**src/rtl/jtag_pkg.sv**
```systemverilog
// Shared JTAG TAP definitions: controller states, DR selection and
// instruction codes used by the TAP responder.
package jtag_pkg;

    // The 16 TAP controller states.
    typedef enum logic [3:0] {
        TAP_TLR      = 4'd0,
        TAP_RTI      = 4'd1,
        TAP_SEL_DR   = 4'd2,
        TAP_CAP_DR   = 4'd3,
        TAP_SH_DR    = 4'd4,
        TAP_EX1_DR   = 4'd5,
        TAP_PAUSE_DR = 4'd6,
        TAP_EX2_DR   = 4'd7,
        TAP_UPD_DR   = 4'd8,
        TAP_SEL_IR   = 4'd9,
        TAP_CAP_IR   = 4'd10,
        TAP_SH_IR    = 4'd11,
        TAP_EX1_IR   = 4'd12,
        TAP_PAUSE_IR = 4'd13,
        TAP_EX2_IR   = 4'd14,
        TAP_UPD_IR   = 4'd15
    } tap_state_e;

    // Data register currently routed between TDI and TDO.
    typedef enum logic [1:0] {
        DR_SEL_BYPASS = 2'd0,
        DR_SEL_IDCODE = 2'd1,
        DR_SEL_USER   = 2'd2
    } dr_sel_e;

    localparam int          JTAG_IR_LEN  = 5;
    localparam int          JTAG_DR_LEN  = 32;

    // Instruction codes for the default 5-bit IR. BYPASS is all ones for
    // any IR length; every undecoded instruction also selects BYPASS.
    localparam int unsigned INSTR_IDCODE = 32'h01;
    localparam int unsigned INSTR_USER   = 32'h11;
    localparam int unsigned INSTR_BYPASS = 32'h1F;

    // True in the two states where TDO carries scan data.
    function automatic logic tap_is_shift(input tap_state_e s);
        return (s == TAP_SH_IR) || (s == TAP_SH_DR);
    endfunction

endpackage

```
**src/rtl/jtag_sync_edge.sv**
```systemverilog
// Brings the asynchronous JTAG pins into the clock domain: per bit a
// two-flop synchronizer followed by one history flop, with rise/fall
// strobes derived from the synchronized and history values.
module jtag_sync_edge
    import jtag_pkg::*;
#(
    parameter int           W       = 1,
    parameter logic [W-1:0] RST_VAL = '0
) (
    input  logic         clock,
    input  logic         reset,
    input  logic [W-1:0] async_in,
    output logic [W-1:0] sync_out,
    output logic [W-1:0] rise,
    output logic [W-1:0] fall
);

    logic [W-1:0] meta_q;
    logic [W-1:0] sync_q;
    logic [W-1:0] hist_q;

    // Synchronizer pipeline; reset values match the idle level of each pin
    // so releasing reset never manufactures an edge.
    always_ff @(posedge clock) begin
        if (reset) begin
            meta_q <= RST_VAL;
            sync_q <= RST_VAL;
            hist_q <= RST_VAL;
        end else begin
            meta_q <= async_in;
            sync_q <= meta_q;
            hist_q <= sync_q;
        end
    end

    assign sync_out = sync_q;
    assign rise     = sync_q & ~hist_q;
    assign fall     = ~sync_q & hist_q;

endmodule

```
**src/rtl/jtag_tap_responder.sv**
```systemverilog
// JTAG TAP responder running entirely on the system clock, which
// oversamples TCK. Provides IDCODE, a 32-bit user data register and BYPASS.
//
// state        | meaning
// -------------+-----------------------------------------------
// TAP_TLR      | test-logic-reset, IR forced to IDCODE
// TAP_RTI      | run-test/idle
// TAP_SEL_DR   | select DR scan
// TAP_CAP_DR   | load selected DR on the leaving TCK rise
// TAP_SH_DR    | shift selected DR LSB-first
// TAP_EX1_DR   | exit-1 DR
// TAP_PAUSE_DR | hold DR shift contents
// TAP_EX2_DR   | exit-2 DR
// TAP_UPD_DR   | user DR written out on entry
// TAP_SEL_IR   | select IR scan
// TAP_CAP_IR   | load IR shifter with ...01
// TAP_SH_IR    | shift IR LSB-first
// TAP_EX1_IR   | exit-1 IR
// TAP_PAUSE_IR | hold IR shift contents
// TAP_EX2_IR   | exit-2 IR
// TAP_UPD_IR   | IR shifter copied to active IR on entry
module jtag_tap_responder
    import jtag_pkg::*;
#(
    parameter logic [31:0]       IDCODE  = 32'h0000_0001,
    parameter int                IR_LEN  = JTAG_IR_LEN,
    parameter logic [IR_LEN-1:0] USER_IR = IR_LEN'(INSTR_USER)
) (
    input  logic              clock,
    input  logic              reset,
    input  logic              jtag_TCK,
    input  logic              jtag_TMS,
    input  logic              jtag_TDI,
    input  logic              jtag_TRSTn,
    output logic              jtag_TDO_data,
    output logic              jtag_TDO_driven,
    input  logic [31:0]       user_rdata,
    output logic [31:0]       user_wdata,
    output logic              user_wvalid,
    output logic [IR_LEN-1:0] ir_out
);

    localparam logic [IR_LEN-1:0] IR_IDCODE   = IR_LEN'(INSTR_IDCODE);
    localparam logic [IR_LEN-1:0] IR_CAPTURE  = IR_LEN'(1);
    localparam logic [31:0]       IDCODE_EFF  = IDCODE | 32'h0000_0001;
    // Pin order {TRSTn, TDI, TMS, TCK}; idle levels 1, 0, 1, 0.
    localparam logic [3:0]        PIN_RST_VAL = 4'b1010;

    logic [3:0] pins_sync;
    logic [3:0] pins_rise;
    logic [3:0] pins_fall;

    logic tck_rise;
    logic tck_fall;
    logic tms;
    logic tdi;
    logic trst_n;

    logic unused_edges;

    tap_state_e        state_q;
    tap_state_e        state_d;
    dr_sel_e           dr_sel;
    logic [31:0]       dr_capture;
    logic              shift_active;
    logic              tdo_next;
    logic              enter_upd_dr;
    logic              enter_upd_ir;

    logic [IR_LEN-1:0] ir_shift_q;
    logic [IR_LEN-1:0] ir_q;
    logic [31:0]       dr_shift_q;
    logic [31:0]       user_wdata_q;
    logic              wvalid_q;
    logic              tdo_q;
    logic              tdo_drv_q;

    jtag_sync_edge #(
        .W       (4),
        .RST_VAL (PIN_RST_VAL)
    ) u_sync (
        .clock    (clock),
        .reset    (reset),
        .async_in ({jtag_TRSTn, jtag_TDI, jtag_TMS, jtag_TCK}),
        .sync_out (pins_sync),
        .rise     (pins_rise),
        .fall     (pins_fall)
    );

    assign tck_rise = pins_rise[0];
    assign tck_fall = pins_fall[0];
    assign tms      = pins_sync[1];
    assign tdi      = pins_sync[2];
    assign trst_n   = pins_sync[3];

    // Only TCK needs edge strobes; the other pins are used as levels.
    assign unused_edges = ^{pins_rise[3:1], pins_fall[3:1]};

    // TAP state register: TRSTn overrides any simultaneous TCK rise.
    always_ff @(posedge clock) begin
        if (reset) begin
            state_q <= TAP_TLR;
        end else if (!trst_n) begin
            state_q <= TAP_TLR;
        end else if (tck_rise) begin
            state_q <= state_d;
        end
    end

    // Next-state decode, DR selection and TDO source.
    always_comb begin
        state_d      = state_q;
        dr_sel       = DR_SEL_BYPASS;
        dr_capture   = 32'h0;
        shift_active = tap_is_shift(state_q);
        tdo_next     = 1'b0;

        case (state_q)
            TAP_TLR:      state_d = tms ? TAP_TLR    : TAP_RTI;
            TAP_RTI:      state_d = tms ? TAP_SEL_DR : TAP_RTI;
            TAP_SEL_DR:   state_d = tms ? TAP_SEL_IR : TAP_CAP_DR;
            TAP_CAP_DR:   state_d = tms ? TAP_EX1_DR : TAP_SH_DR;
            TAP_SH_DR:    state_d = tms ? TAP_EX1_DR : TAP_SH_DR;
            TAP_EX1_DR:   state_d = tms ? TAP_UPD_DR : TAP_PAUSE_DR;
            TAP_PAUSE_DR: state_d = tms ? TAP_EX2_DR : TAP_PAUSE_DR;
            TAP_EX2_DR:   state_d = tms ? TAP_UPD_DR : TAP_SH_DR;
            TAP_UPD_DR:   state_d = tms ? TAP_SEL_DR : TAP_RTI;
            TAP_SEL_IR:   state_d = tms ? TAP_TLR    : TAP_CAP_IR;
            TAP_CAP_IR:   state_d = tms ? TAP_EX1_IR : TAP_SH_IR;
            TAP_SH_IR:    state_d = tms ? TAP_EX1_IR : TAP_SH_IR;
            TAP_EX1_IR:   state_d = tms ? TAP_UPD_IR : TAP_PAUSE_IR;
            TAP_PAUSE_IR: state_d = tms ? TAP_EX2_IR : TAP_PAUSE_IR;
            TAP_EX2_IR:   state_d = tms ? TAP_UPD_IR : TAP_SH_IR;
            TAP_UPD_IR:   state_d = tms ? TAP_SEL_DR : TAP_RTI;
            default:      state_d = TAP_TLR;
        endcase

        // IDCODE takes priority should USER_IR ever be configured to alias it.
        if (ir_q == IR_IDCODE) begin
            dr_sel     = DR_SEL_IDCODE;
            dr_capture = IDCODE_EFF;
        end else if (ir_q == USER_IR) begin
            dr_sel     = DR_SEL_USER;
            dr_capture = user_rdata;
        end

        if (state_q == TAP_SH_IR) begin
            tdo_next = ir_shift_q[0];
        end else if (state_q == TAP_SH_DR) begin
            tdo_next = dr_shift_q[0];
        end

        enter_upd_dr = tck_rise && (state_d == TAP_UPD_DR) && (state_q != TAP_UPD_DR);
        enter_upd_ir = tck_rise && (state_d == TAP_UPD_IR) && (state_q != TAP_UPD_IR);
    end

    // Shift/capture/update datapath and the TDO pins, which move only on TCK fall.
    always_ff @(posedge clock) begin
        if (reset) begin
            ir_shift_q   <= '0;
            ir_q         <= IR_IDCODE;
            dr_shift_q   <= 32'h0;
            user_wdata_q <= 32'h0;
            wvalid_q     <= 1'b0;
            tdo_q        <= 1'b0;
            tdo_drv_q    <= 1'b0;
        end else begin
            wvalid_q <= 1'b0;

            if (!trst_n) begin
                ir_q <= IR_IDCODE;
            end else if (tck_rise) begin
                case (state_q)
                    TAP_CAP_IR: ir_shift_q <= IR_CAPTURE;
                    TAP_SH_IR:  ir_shift_q <= {tdi, ir_shift_q[IR_LEN-1:1]};
                    TAP_CAP_DR: dr_shift_q <= dr_capture;
                    TAP_SH_DR: begin
                        if (dr_sel == DR_SEL_BYPASS) begin
                            dr_shift_q <= {31'h0, tdi};
                        end else begin
                            dr_shift_q <= {tdi, dr_shift_q[31:1]};
                        end
                    end
                    default: ;
                endcase

                if (state_d == TAP_TLR) begin
                    ir_q <= IR_IDCODE;
                end else if (enter_upd_ir) begin
                    ir_q <= ir_shift_q;
                end

                if (enter_upd_dr && (dr_sel == DR_SEL_USER)) begin
                    user_wdata_q <= dr_shift_q;
                    wvalid_q     <= 1'b1;
                end
            end

            if (tck_fall) begin
                tdo_q     <= tdo_next;
                tdo_drv_q <= shift_active;
            end
        end
    end

    assign jtag_TDO_data   = tdo_q;
    assign jtag_TDO_driven = tdo_drv_q;
    assign user_wdata      = user_wdata_q;
    assign user_wvalid     = wvalid_q;
    assign ir_out          = ir_q;

endmodule

```
**config.mk**
```make
export PLATFORM = sky130hd
export DESIGN_NAME = jtag_tap_responder
export DESIGN_NICKNAME = d
export VERILOG_FILES = /design/src/rtl/jtag_pkg.sv /design/src/rtl/jtag_sync_edge.sv /design/src/rtl/jtag_tap_responder.sv
export SDC_FILE = /design/constraint.sdc
export NUM_CORES = 1
export LEC_CHECK = 0
export CAP_MARGIN = 25
export CORE_ASPECT_RATIO = 0.8
export CORE_UTILIZATION = 53
export DETAILED_ROUTE_END_ITERATION = 8
export HOLD_SLACK_MARGIN = 0.1
export PLACE_DENSITY = 0.8
export SLEW_MARGIN = 20
export SYNTH_ARGS = -nofsm -noshare
export SYNTH_HDL_FRONTEND = slang
export SYNTH_SLANG_ARGS = --single-unit
```
**constraint.sdc**
```tcl
create_clock -name clock -period 2.03 [get_ports clock]
set_input_delay 0.203 -clock clock [delete_from_list [all_inputs] [get_ports clock]]
set_output_delay 0.203 -clock clock [all_outputs]
set_load 0.005 [all_outputs]
```
Yosys cells after proc, flatten, opt, wreduce, memory -nomap -nowiden

Cells that the tools add are included.

Word-level logic and storage cells: 85
Register bits after elaboration: 90
Output and inout port bits: 40
Bits of input ports: 38

Eq/ne operators: 22
Multiplexer cells: 25
Reductions and logical operators: 21
Bitwise gates (word level): 6

Operators with widths:

| operator           | count |
|---|---|
| $mux 32            | 3 |
| $pmux 32 s2        | 1 |
| $pmux 4 s12        | 1 |
| $eq 4x4->1 const B | 10 |
| $eq 4x3->1 const B | 4 |
| $mux 4             | 4 |
| $mux 2             | 5 |
| $mux 5             | 2 |
| $pmux 5 s2         | 1 |
| $reduce_and 3->1   | 3 |
| $eq 4x2->1 const B | 2 |
| $logic_not 4->1    | 2 |
| $ne 4x4->1 const B | 2 |
| $mux 1             | 6 |
| $mux 3             | 2 |
| $reduce_bool 2->1  | 3 |
| $reduce_or 2->1    | 3 |
| $reduce_or 3->1    | 2 |
| $eq 5x1->1 const B | 1 |
| $eq 5x5->1 const B | 1 |
| $logic_and 1x1->1  | 5 |
| $eq 4x1->1 const B | 1 |
| $not 1->1          | 4 |
| $and 1x1->1        | 2 |
| 4 further kinds    | 4 |

Longest topological paths before layout

Gate-level depths: netlist of the first run.

Word-level depth: 8
Mapped depth: 8

Cells and area by module

Synthesis of the first run repeated with hierarchy kept, for this count alone.

Cells, all modules: 513
Area, all modules: 4170.2 um2

By module, submodules not included:

| module             | cells an instance | area an instance (um2) | instances |
|---|---|---|---|
| jtag_tap_responder | 480               | 3791.1                 | 1 |
| jtag_sync_edge     | 33                | 379.1                  | 1 |

Worst setup path after synthesis of the first run

Ideal clock, no wire load.

Path kind: flip-flop to flip-flop
Start point: register state_q[1]
End point: register dr_shift_q[24]
Period minus slack after synthesis: 1.562 ns
Stages on the path, launching flop included: 9
Setup time: 0.128 ns
Path buffers: 3
Setup slack: 0.468 ns
Arrival: 1.434 ns
Cell sequence: dfxtp_1 > buf_6 > or4b_4 > buf_6 > buf_8 > nand3_2 > a21oi_1 > a21oi_1 > nor2_1

Longest elaborated chain between the ends: 3
Elaborated cells between the ends (all ways): 5
Those cells by class: eq/ne: 2; mux: 1; reduce/logical: 2

Ends and longest elaborated chain:

| element                                  | line                      | RTL |
|---|---|---|
| start, declared                          | jtag_tap_responder.sv:61  | `tap_state_e state_q;` |
| start signal, assigned                   | jtag_tap_responder.sv:106 | `state_q <= state_d;` |
| $eq 4x3->1 or $eq 4x2->1 (tied branches) | jtag_tap_responder.sv:173 | `case (state_q)` |
| $reduce_bool 2->1 (no line)              | n/a                       |  |
| $reduce_and 3->1 (no line)               | n/a                       |  |
| end signal, assigned                     | jtag_tap_responder.sv:176 | `TAP_CAP_DR: dr_shift_q <= dr_capture;` |
| end signal, assigned                     | jtag_tap_responder.sv:179 | `dr_shift_q <= {31'h0, tdi};` |
| end signal, assigned                     | jtag_tap_responder.sv:181 | `dr_shift_q <= {tdi, dr_shift_q[31:1]};` |
| end, declared                            | jtag_tap_responder.sv:72  | `logic [31:0] dr_shift_q;` |

Parallel ways exist; a longest one is shown, timed or not.
A chain may end at the register's enable or synchronous reset.

Final worst setup path of the first run

Start point: register state_q[2]
End point: register dr_shift_q[18]

The elaborated chain is that of the path after synthesis.

==> results of run 1 <==
-- layer usage --
metal | up-vias | wire, µm | track usage, %
met5 | - | 0 | 0
met4 | 0 | 134 | 5.634
met3 | 15 | 710 | 5.556
met2 | 144 | 4603 | 37.21
met1 | 1714 | 4410 | 35.03
li1 | 1811 | - | -
-- synth_stat cells (2+ instances only) --
library cell   n  area, µm²
nand2b_1      71      444.2
o21ai_0       10      50.05
buf_2         13      65.06
nand3_1       32      160.2
nor3_1         3      15.01
a211oi_1       4      30.03
a21oi_1       69      345.3
buf_1          3      11.26
nor2b_1       13      81.33
buf_12         3      60.06
nand2_1       46      172.7
nand3_2        9      90.09
nor2_1        37      138.9
or2_2          4      25.02
a31oi_1        4      25.02
mux2i_1       36      360.4
buf_6          7      78.83
dfxtp_1       90       1802
clkbuf_1      15      56.30
nor3b_1        4      30.03
nand4_1        2      12.51
nor4b_4        2      47.55
-- worst paths after layout --
path / from / to / cells after the start
hold / removal: reset / state_q[1] / 4
setup / recovery: state_q[2] / dr_shift_q[18] / 5
setup reg to reg: state_q[2] / dr_shift_q[18] / 5
hold reg to reg: u_sync.meta_q[1] / u_sync.sync_out[1] / 1
-- registers in the layout (all words and copies together), names as in the netlist --
register / flops
user_wdata: 32
user_wvalid: 1
u_sync.hist_q: 1
u_sync.sync_out: 4
ir_shift_q: 5
ir_out: 5
state_q: 4
u_sync.meta_q: 4
jtag_TDO_data: 1
jtag_TDO_driven: 1
dr_shift_q: 32
-- report_power, final --
part	internal, W	switching, W
sequential	0.00177	0.0000116
combinational	0.000107	0.0000705
clock	0.000567	0.000648
-- metrics by stage --
step	setup WS, ns	std cells	total power, W	area, µm²
2_1_floorplan	0.4683	498	0.001904	4332
6_report	0.1233	672	0.003178	5281
3_5_place_dp	0.07510	656	0.002004	5085
3_3_place_gp	0.1913	656	0.002002	5085
4_1_cts	0.04131	672	0.003196	5278
5_1_grt	0.04736	672	0.003279	5281
-- cell type report --
| type | instances | area (µm²) | area share (%) |
|---|---|---|---|
| clock inverter | 7 | 68.82 | 1.303 |
| multi-input combinational | 364 | 2233 | 42.29 |
| timing repair buffer | 93 | 910.9 | 17.25 |
| clock buffer | 9 | 123.9 | 2.345 |
| tap | 108 | 135.1 | 2.559 |
| inverter | 1 | 3.754 | 0.07107 |
| sequential | 90 | 1805 | 34.19 |
-- worst reg2reg max path: stages (launching register included) --
cell and delay, ns:
dfxtp_1 0.54, or4b_4 0.75, nand3_1 0.20, a21oi_1 0.08
a21oi_1 0.16, nor2_1 0.06
-- logic make-up (layout without fill, tap and decap cells) --
group | after synthesis | in the layout | synth area share, %
flip-flops | 90 | 90 | 41.59
buffers and inverters | 44 | 110 | 6.875
AND/OR/NAND/NOR | 229 | 229 | 29.58
multiplexers | 37 | 37 | 8.839
AO/OA/AOI/OAI | 98 | 98 | 13.11
-- what timing repair did --
item | 4_1_cts | 5_1_grt
resized for setup | 0 | 3
setup buffers | 0 | 0
setup endpoints to repair | 0 | 31
==> summary.md, run 1 <==
| Metric | Value |
|---|---|
| Status | `finished, final reports clean` |
| Avg Cell Area, Syn | `8.698 µm²` |
| Netlist cell types | `43` |
| Area of the die | `8541 µm²` |
| Post-synthesis instance area | `4332 µm²` |
| CTS H-tree depth | `3` |
| Leakage | `1.646 nW` |
| Starting Density | `54.76%` |
| Post-route ant nets | `0` |
| Worst hold margin | `0.2885 ns` |
| Slowest-stage cell, CP | `or4b_4` |
| CP dominant cell by count | `a21oi_1` |
| VDD IR max | `0.0004636 V` |
| YS warnings | `0` |
| Crit-path cells | `or4b_4, nand3_1, a21oi_1, a21oi_1, nor2_1` |
| Worst Hold Class | `input port to register` |
| Worst-Skew Late Latency | `0.36 ns` |
| Relative slew slack | `68.40%` |
| GPL Wtd Cong | `0.8213` |
| Most common cell after layout, fill and taps aside | `dfxtp_1` |
| Vias in the first global route | `3407` |
| Drt via density | `5.482` |
| Critical Path RT | `2.26 ns` |
| Inserted Clock Buffers | `9` |
| Cells after Synth | `498` |
| Final core utilization | `66.77%` |
| CTS Buffer Depth | `2` |
| Reg2reg setup slack | `0.12 ns` |
| Largest net degree at the start of global routing | `114` |
| Worst setup SP type | `register` |
| Area Growth Syn to Fin | `21.92%` |
| Worst path bufs/invs | `0` |
| Worst-path clk slew | `0.09 ns` |
| Ys flop type | `dfxtp_1` |
| Dpl hpwl | `6.669 mm` |
| Share of cells above drive strength 1 | `10.99%` |
| RSZ-0062 raised after global routing | `false` |
| Filler cells | `655` |
| Setup TNS | `0 ns` |
| Clk_skew | `0.01001 ns` |
| Ys async rst share | `0%` |
| Routed WL | `9.858 mm` |
| Yosys reg bits | `90` |
| WS Path Type | `register to register` |
| DR pass1 iterations | `5` |
| Synthesized Nets | `536` |
| Final setup vio count | `0` |
| Most frequent cells in the layout | `dfxtp_1 (87), clkdlybuf4s50_1 (76), nand2b_1 (71)` |
| Input/output buffers | `77` |
| Wirelength per Cell | `14.67 µm` |
| TritonCTS clock tree | `yes` |
| GRT Resource Usage Total | `24.42%` |
| Worst slew pin tran | `0.4731 ns` |
| Delay-heaviest family, CP | `simple AND/OR/NAND/NOR gates` |
| Die height | `82.86 µm` |
| Maxcap violations | `0` |
| Minimum clock period | `1.907 ns` |
| GRT overflow | `0` |
| Fmax | `0.5245 GHz` |
| Chip width | `103.1 µm` |
| Power Density | `601.7 nW/µm²` |
| First-pass GRT wire length | `16.51 mm` |
| Worst EP arrival | `2.14 ns` |
| Antenna violations before repair | `0` |
| CTS Root Cell | `clkbuf_8` |
| CORE AREA | `7910 µm²` |
| Max Slew Vio Count | `0` |
| Routed vias | `3684` |
| Nets | `597` |
| CP max stage delay | `0.74 ns` |
| Seq/Total Area, Yosys | `41.59%` |
| Clock sink count | `90` |
| CTS hold repair buffers | `0` |
| FP Rows | `29` |
| Period utilization | `93.93%` |
| IO Pins | `78` |
| Final Hold Fails | `0` |
| Crit path max fanout | `33` |
| Drt initial violations | `273` |
| Antenna cells | `0` |
| CP Capture Type | `register` |
| Post-synth EDFFs | `0` |
| Drt drc | `0` |
(Power assumes the default switching activity.)
==> inputs of run 2 (changes only) <==
--- a/config.mk
+++ b/config.mk
@@ -7,10 +7,10 @@
 export LEC_CHECK = 0
 export CAP_MARGIN = 25
 export CORE_ASPECT_RATIO = 0.8
-export CORE_UTILIZATION = 53
+export CORE_UTILIZATION = 48
 export DETAILED_ROUTE_END_ITERATION = 8
 export HOLD_SLACK_MARGIN = 0.1
-export PLACE_DENSITY = 0.8
+export PLACE_DENSITY = 0.77
 export SLEW_MARGIN = 20
 export SYNTH_ARGS = -nofsm -noshare
 export SYNTH_HDL_FRONTEND = slang
==> constraint.sdc (replaced) <==
create_clock -name clock -period 1.58 [get_ports clock]
set_input_delay 0.158 -clock clock [delete_from_list [all_inputs] [get_ports clock]]
set_output_delay 0.158 -clock clock [all_outputs]
set_load 0.005 [all_outputs]
==> summary.md, run 2 (synthesis results as in run 1) <==
| Metric | Value |
|---|---|
| Largest net degree at the start of global routing | `79` |
| Routed WL | `12.84 mm` |
| Starting Density | `50.17%` |
| Maxcap violations | `0` |
| Final setup vio count | `71` |
| Chip width | `108.2 µm` |
| CP max stage delay | `0.65 ns` |
| Clock sink count | `90` |
| GPL Wtd Cong | `0.8725` |
| Leakage | `2.045 nW` |
| Crit-path cells | `buf_12, or4b_4, buf_6, nand3_1, a21oi_1, a21oi_1, nor2_1` |
| Vias in the first global route | `3706` |
| HP Start | `reset` |
| Post-route ant nets | `0` |
| Drt drc | `0` |
| Relative slew slack | `73.73%` |
| Delay-heaviest family, CP | `simple AND/OR/NAND/NOR gates` |
| Max Slew Vio Count | `0` |
| CP Capture Type | `register` |
| Setup TNS | `-12.24 ns` |
| Antenna violations before repair | `0` |
| Worst EP arrival | `2.06 ns` |
| Period utilization | `116.6%` |
| Reg2reg setup slack | `-0.26 ns` |
| VDD IR max | `0.0005354 V` |
| Drt initial violations | `258` |
| Worst r2r src | `state_q[0]` |
| Area Growth Syn to Fin | `45.12%` |
| RSZ-0062 raised after global routing | `true` |
| Worst Hold Path Cells | `2` |
| IO Pins | `78` |
| Fmax | `0.5429 GHz` |
| R2r worst-path depth | `7` |
| Status | `finished with violations` |
| Dpl hpwl | `7.042 mm` |
| First-pass GRT wire length | `18.31 mm` |
| PnR worst setup slack | `-0.2619 ns` |
| Share of cells above drive strength 1 | `27.36%` |
| Violated checks | `setup timing` |
| GRT overflow | `0` |
| CTS Root Cell | `clkbuf_16` |
| Critical Path RT | `1.80 ns` |
| Final instance area | `6286 µm²` |
| Most frequent cells in the layout | `dfxtp_1 (86), clkdlybuf4s50_1 (76), nand2b_1 (71)` |
| FP Rows | `30` |
| Minimum clock period | `1.842 ns` |
| Most common cell after layout, fill and taps aside | `dfxtp_1` |
| Worst-Skew Late Latency | `0.34 ns` |
| CORE AREA | `8633 µm²` |
| Die height | `86.97 µm` |
| Input/output buffers | `77` |
| Crit path max fanout | `8` |
| CTS H-tree depth | `3` |
| Worst hold margin | `0.2152 ns` |
| Worst slew pin tran | `0.3940 ns` |
| Slowest-stage cell, CP | `or4b_4` |
| Inserted Clock Buffers | `9` |
| Hold worst-path end | `dr_shift_q[30]` |
| Final Hold Fails | `0` |
| Routed vias | `4099` |
| DP Cell Count | `693` |
| CP dominant cell by count | `a21oi_1` |
| Reg2reg end | `dr_shift_q[14]` |
| TritonCTS clock tree | `yes` |
| Drt via density | `5.646` |
| GRT Resource Usage Total | `25.07%` |
| Antenna cells | `0` |
| WS Path Type | `register to register` |
| Post-placement cell area | `5375 µm²` |
| Area of the die | `9410 µm²` |
| Nets | `647` |
| Worst Hold Class | `input port to register` |
| Worst path bufs/invs | `2` |
| Worst setup SP type | `register` |
| Power Density | `738.7 nW/µm²` |
| Non-filler cells, final | `726` |
| DR pass1 iterations | `5` |
| Wirelength per Cell | `17.68 µm` |
| CTS Buffer Depth | `2` |
| Worst-path clk slew | `0.07 ns` |
| Clk_skew | `0.005378 ns` |
run 2: layer usage:
metal	up-vias	GRT usage (%)	routed length [µm]
met4	0	6.476	200
met2	189	41.00	6162
li1	1915	-	-
met5	-	0	0
met1	1972	33.78	5541
met3	23	5.011	931
run 2: worst max-delay path by stage:
stage,start,end,slack (ns),cells past startpoint
floorplan,state_q[1],dr_shift_q[24],0.02,8
detailed placement,state_q[3],user_wdata[9],-0.26,7
CTS,state_q[3],user_wdata[11],-0.20,8
finish,state_q[0],dr_shift_q[14],-0.26,7
global placement,state_q[3],user_wdata[8],-0.20,7
global route,state_q[0],dr_shift_q[14],-0.30,7
run 2: where the power goes:
part,leakage [nW],total [W],switching (W),internal (W)
registers,0.730,0.00229,0.00000971,0.00228
logic,1.17,0.000279,0.000116,0.000163
clock network,0.141,0.00208,0.000949,0.00113
run 2: through the flow:
step / util (%) / total power (W) / setup WS, ns
after detailed placement: 62.26 / 0.002597 / -0.2629
after global placement: 62.26 / 0.002597 / -0.2042
after CTS: 68.55 / 0.004657 / -0.2045
after floorplan: - / 0.002447 / 0.01835
after global routing: 72.81 / 0.004791 / -0.2975
final: 72.81 / 0.004644 / -0.2619
run 2: cell type report:
class	count	area, µm²
clock inverter	6	50.05
timing repair buffer	142	1496
fill	607	2347
multi-input combinational	365	2542
clock buffer	10	239.0
inverter	1	3.754
sequential	90	1814
tap	112	140.1
run 2: worst reg2reg max path, delay by kind of cell, from the launching register on:
kind            cells  cell delay [ns]
simple gates        3             0.82
buf+inv             2             0.34
flops               1             0.37
compound gates      2             0.21
run 2: repair_timing:
action	CTS	global route
resized for setup	21	74
gates cloned	4	4
pin swaps	4	34
hold buffers	0	0
endpoints found under the setup margin	77	75
buffers inserted	9	2
==> inputs of run 3 (changes only) <==
--- a/config.mk
+++ b/config.mk
@@ -7,10 +7,11 @@
 export LEC_CHECK = 0
 export CAP_MARGIN = 25
 export CORE_ASPECT_RATIO = 0.8
-export CORE_UTILIZATION = 48
+export CORE_UTILIZATION = 49
+export CTS_BUF_LIST = sky130_fd_sc_hd__clkbuf_8
 export DETAILED_ROUTE_END_ITERATION = 8
 export HOLD_SLACK_MARGIN = 0.1
-export PLACE_DENSITY = 0.77
+export PLACE_DENSITY = 0.78
 export SLEW_MARGIN = 20
 export SYNTH_ARGS = -nofsm -noshare
 export SYNTH_HDL_FRONTEND = slang
==> summary.md, run 3 (synthesis results as in run 1) <==
| Metric | Value |
|---|---|
| IO Pins | `78` |
| CP Capture Type | `register` |
| Clk_skew | `0.01065 ns` |
| Final core utilization | `73.17%` |
| Area of the die | `9223 µm²` |
| Non-filler cells, final | `722` |
| Minimum clock period | `1.783 ns` |
| DR pass1 iterations | `5` |
| RSZ-0062 raised after global routing | `true` |
| First-pass GRT wire length | `18.54 mm` |
| TritonCTS clock tree | `yes` |
| Most frequent cells in the layout | `dfxtp_1 (85), clkdlybuf4s50_1 (76), nand2b_1 (68)` |
| Max Slew Vio Count | `0` |
| Slowest-stage cell, CP | `or4b_4` |
| DP Cell Count | `680` |
| Met2 Track Usage GR | `42.05%` |
| GR met3 Demand/Resource | `5.927%` |
| Routed vias | `4019` |
| Violated checks | `setup timing` |
| CTS H-tree depth | `3` |
| CTS Root Cell | `clkbuf_8` |
| Relative slew slack | `73.67%` |
| Fmax | `0.5607 GHz` |
| GPL Wtd Cong | `0.8163` |
| Crit path max fanout | `9` |
| Starting Density | `50.84%` |
| PnR worst setup slack | `-0.2034 ns` |
| Met1 Track Usage GR | `33.19%` |
| GRT Resource Usage Total | `25.66%` |
| Worst-Skew Late Latency | `0.36 ns` |
| Leakage | `2.052 nW` |
| Nets | `643` |
| Filler cells | `612` |
| Power Density | `656.4 nW/µm²` |
| Final Hold Fails | `0` |
| Period utilization | `112.9%` |
| WS Path Type | `register to register` |
| Worst Hold Class | `input port to register` |
| Reg2reg end | `dr_shift_q[1]` |
| Worst-path clk slew | `0.09 ns` |
| Inserted Clock Buffers | `9` |
| Largest net degree at the start of global routing | `96` |
| FP Rows | `30` |
| Dpl hpwl | `6.970 mm` |
| Wirelength per Cell | `17.36 µm` |
| CORE AREA | `8521 µm²` |
| Status | `finished with violations` |
| Routed WL | `12.53 mm` |
| CP max stage delay | `0.59 ns` |
| Input/output buffers | `77` |
| Share of cells above drive strength 1 | `28.03%` |
| Setup TNS | `-9.241 ns` |
| GRT overflow | `0` |
| Hold worst-path end | `u_sync.meta_q[2]` |
| Worst slew pin tran | `0.3937 ns` |
| CTS Buffer Depth | `2` |
| Crit-path cells | `buf_6, or4b_4, clkbuf_16, nand3_2, a21oi_1, a21oi_1, nor2_1` |
| Critical Path RT | `1.82 ns` |
| Worst setup SP type | `register` |
| HP Start | `jtag_TDI` |
| CP dominant cell by count | `a21oi_1` |
| Worst Hold Path Cells | `2` |
| Vias in the first global route | `3847` |
| Setup WS pre-CTS | `-0.1946 ns` |
| Worst r2r src | `state_q[0]` |
| R2r worst-path depth | `7` |
| Worst path bufs/invs | `2` |
| Drt via density | `5.566` |
| Reg2reg setup slack | `-0.20 ns` |
| Delay-heaviest family, CP | `simple AND/OR/NAND/NOR gates` |
| Clock sink count | `90` |
| Drt initial violations | `236` |
| Worst EP arrival | `2.03 ns` |
| Die height | `86.10 µm` |
| Area Growth Syn to Fin | `43.93%` |
| CP Launch Point | `state_q[0]` |
| Antenna violations before repair | `0` |
| Final setup vio count | `73` |
| Post-route ant nets | `0` |
| Busiest metal layer after global routing | `met2` |
| VDD IR max | `0.0004942 V` |
| Antenna cells | `0` |
| Most common cell after layout, fill and taps aside | `dfxtp_1` |
| Maxcap violations | `0` |
| Chip width | `107.1 µm` |
| Drt drc | `0` |
## run 3: cell count changes in the layout (fill, tap and decap cells not counted), moves of 4 or more
cell       delta
nand3_4       -8
clkbuf_16     -8
buf_4         -6
buf_6         -4
a21oi_1       +8
nand3_1       -4
nand3_2      +12
clkbuf_8     +10
a21oi_2       -8
## run 3: power breakdown
| group | internal, W | switching [W] | leakage (nW) |
|---|---|---|---|
| Combinational | 0.000171 | 0.000120 | 1.23 |
| Clock | 0.000664 | 0.000850 | 0.0973 |
| Sequential | 0.00228 | 0.00000961 | 0.730 |
| Total | 0.00311 | 0.000980 | 2.05 |
## run 3: timing repair
| action | 4_1_cts | 5_1_grt |
|---|---|---|
| buffers inserted | 9 | 6 |
| cloned | 5 | 6 |
| pin swaps | 7 | 13 |
| endpoints found under the hold margin | 1 | 0 |
| gates resized for setup | 32 | 60 |
| hold buffers | 1 | 0 |
| setup endpoints to repair | 75 | 78 |
## run 3: worst max-delay path by stage
stage,slack (ns),cells after the start,end
after floorplan,0.02,8,dr_shift_q[24]
after global placement,-0.1,5,user_wvalid
after detailed placement,-0.19,5,user_wdata[12]
after CTS,-0.14,9,user_wdata[22]
after global routing,-0.26,7,dr_shift_q[12]
final,-0.20,7,dr_shift_q[1]
## run 3: layout make-up
cell class | instances | area (µm²) | share of cell area (%)
clock inverter | 5 | 37.54 | 0.6020
multi-input combinational | 365 | 2570 | 41.22
inverter | 1 | 3.754 | 0.06020
sequential | 90 | 1810 | 29.04
timing repair buffer | 138 | 1521 | 24.40
clock buffer | 11 | 151.4 | 2.428
tap | 112 | 140.1 | 2.248
## run 3: through the flow
stage               instance area (µm²)  power [W]  hold WS, ns
CTS                                5834   0.004087       0.3392
detailed placement                 5315   0.002592       0.3961
floorplan                          4332   0.002447       0.2618
finish                             6235   0.004093       0.3425
global route                       6235   0.004216       0.3380
global placement                   5315   0.002591       0.3963
## run 3: per-layer routing
metal,up-vias,part of all wire (%)
met4,0,2.4
met5,-,0
li1,1910,-
met3,27,7.8
met1,1886,43
met2,196,46
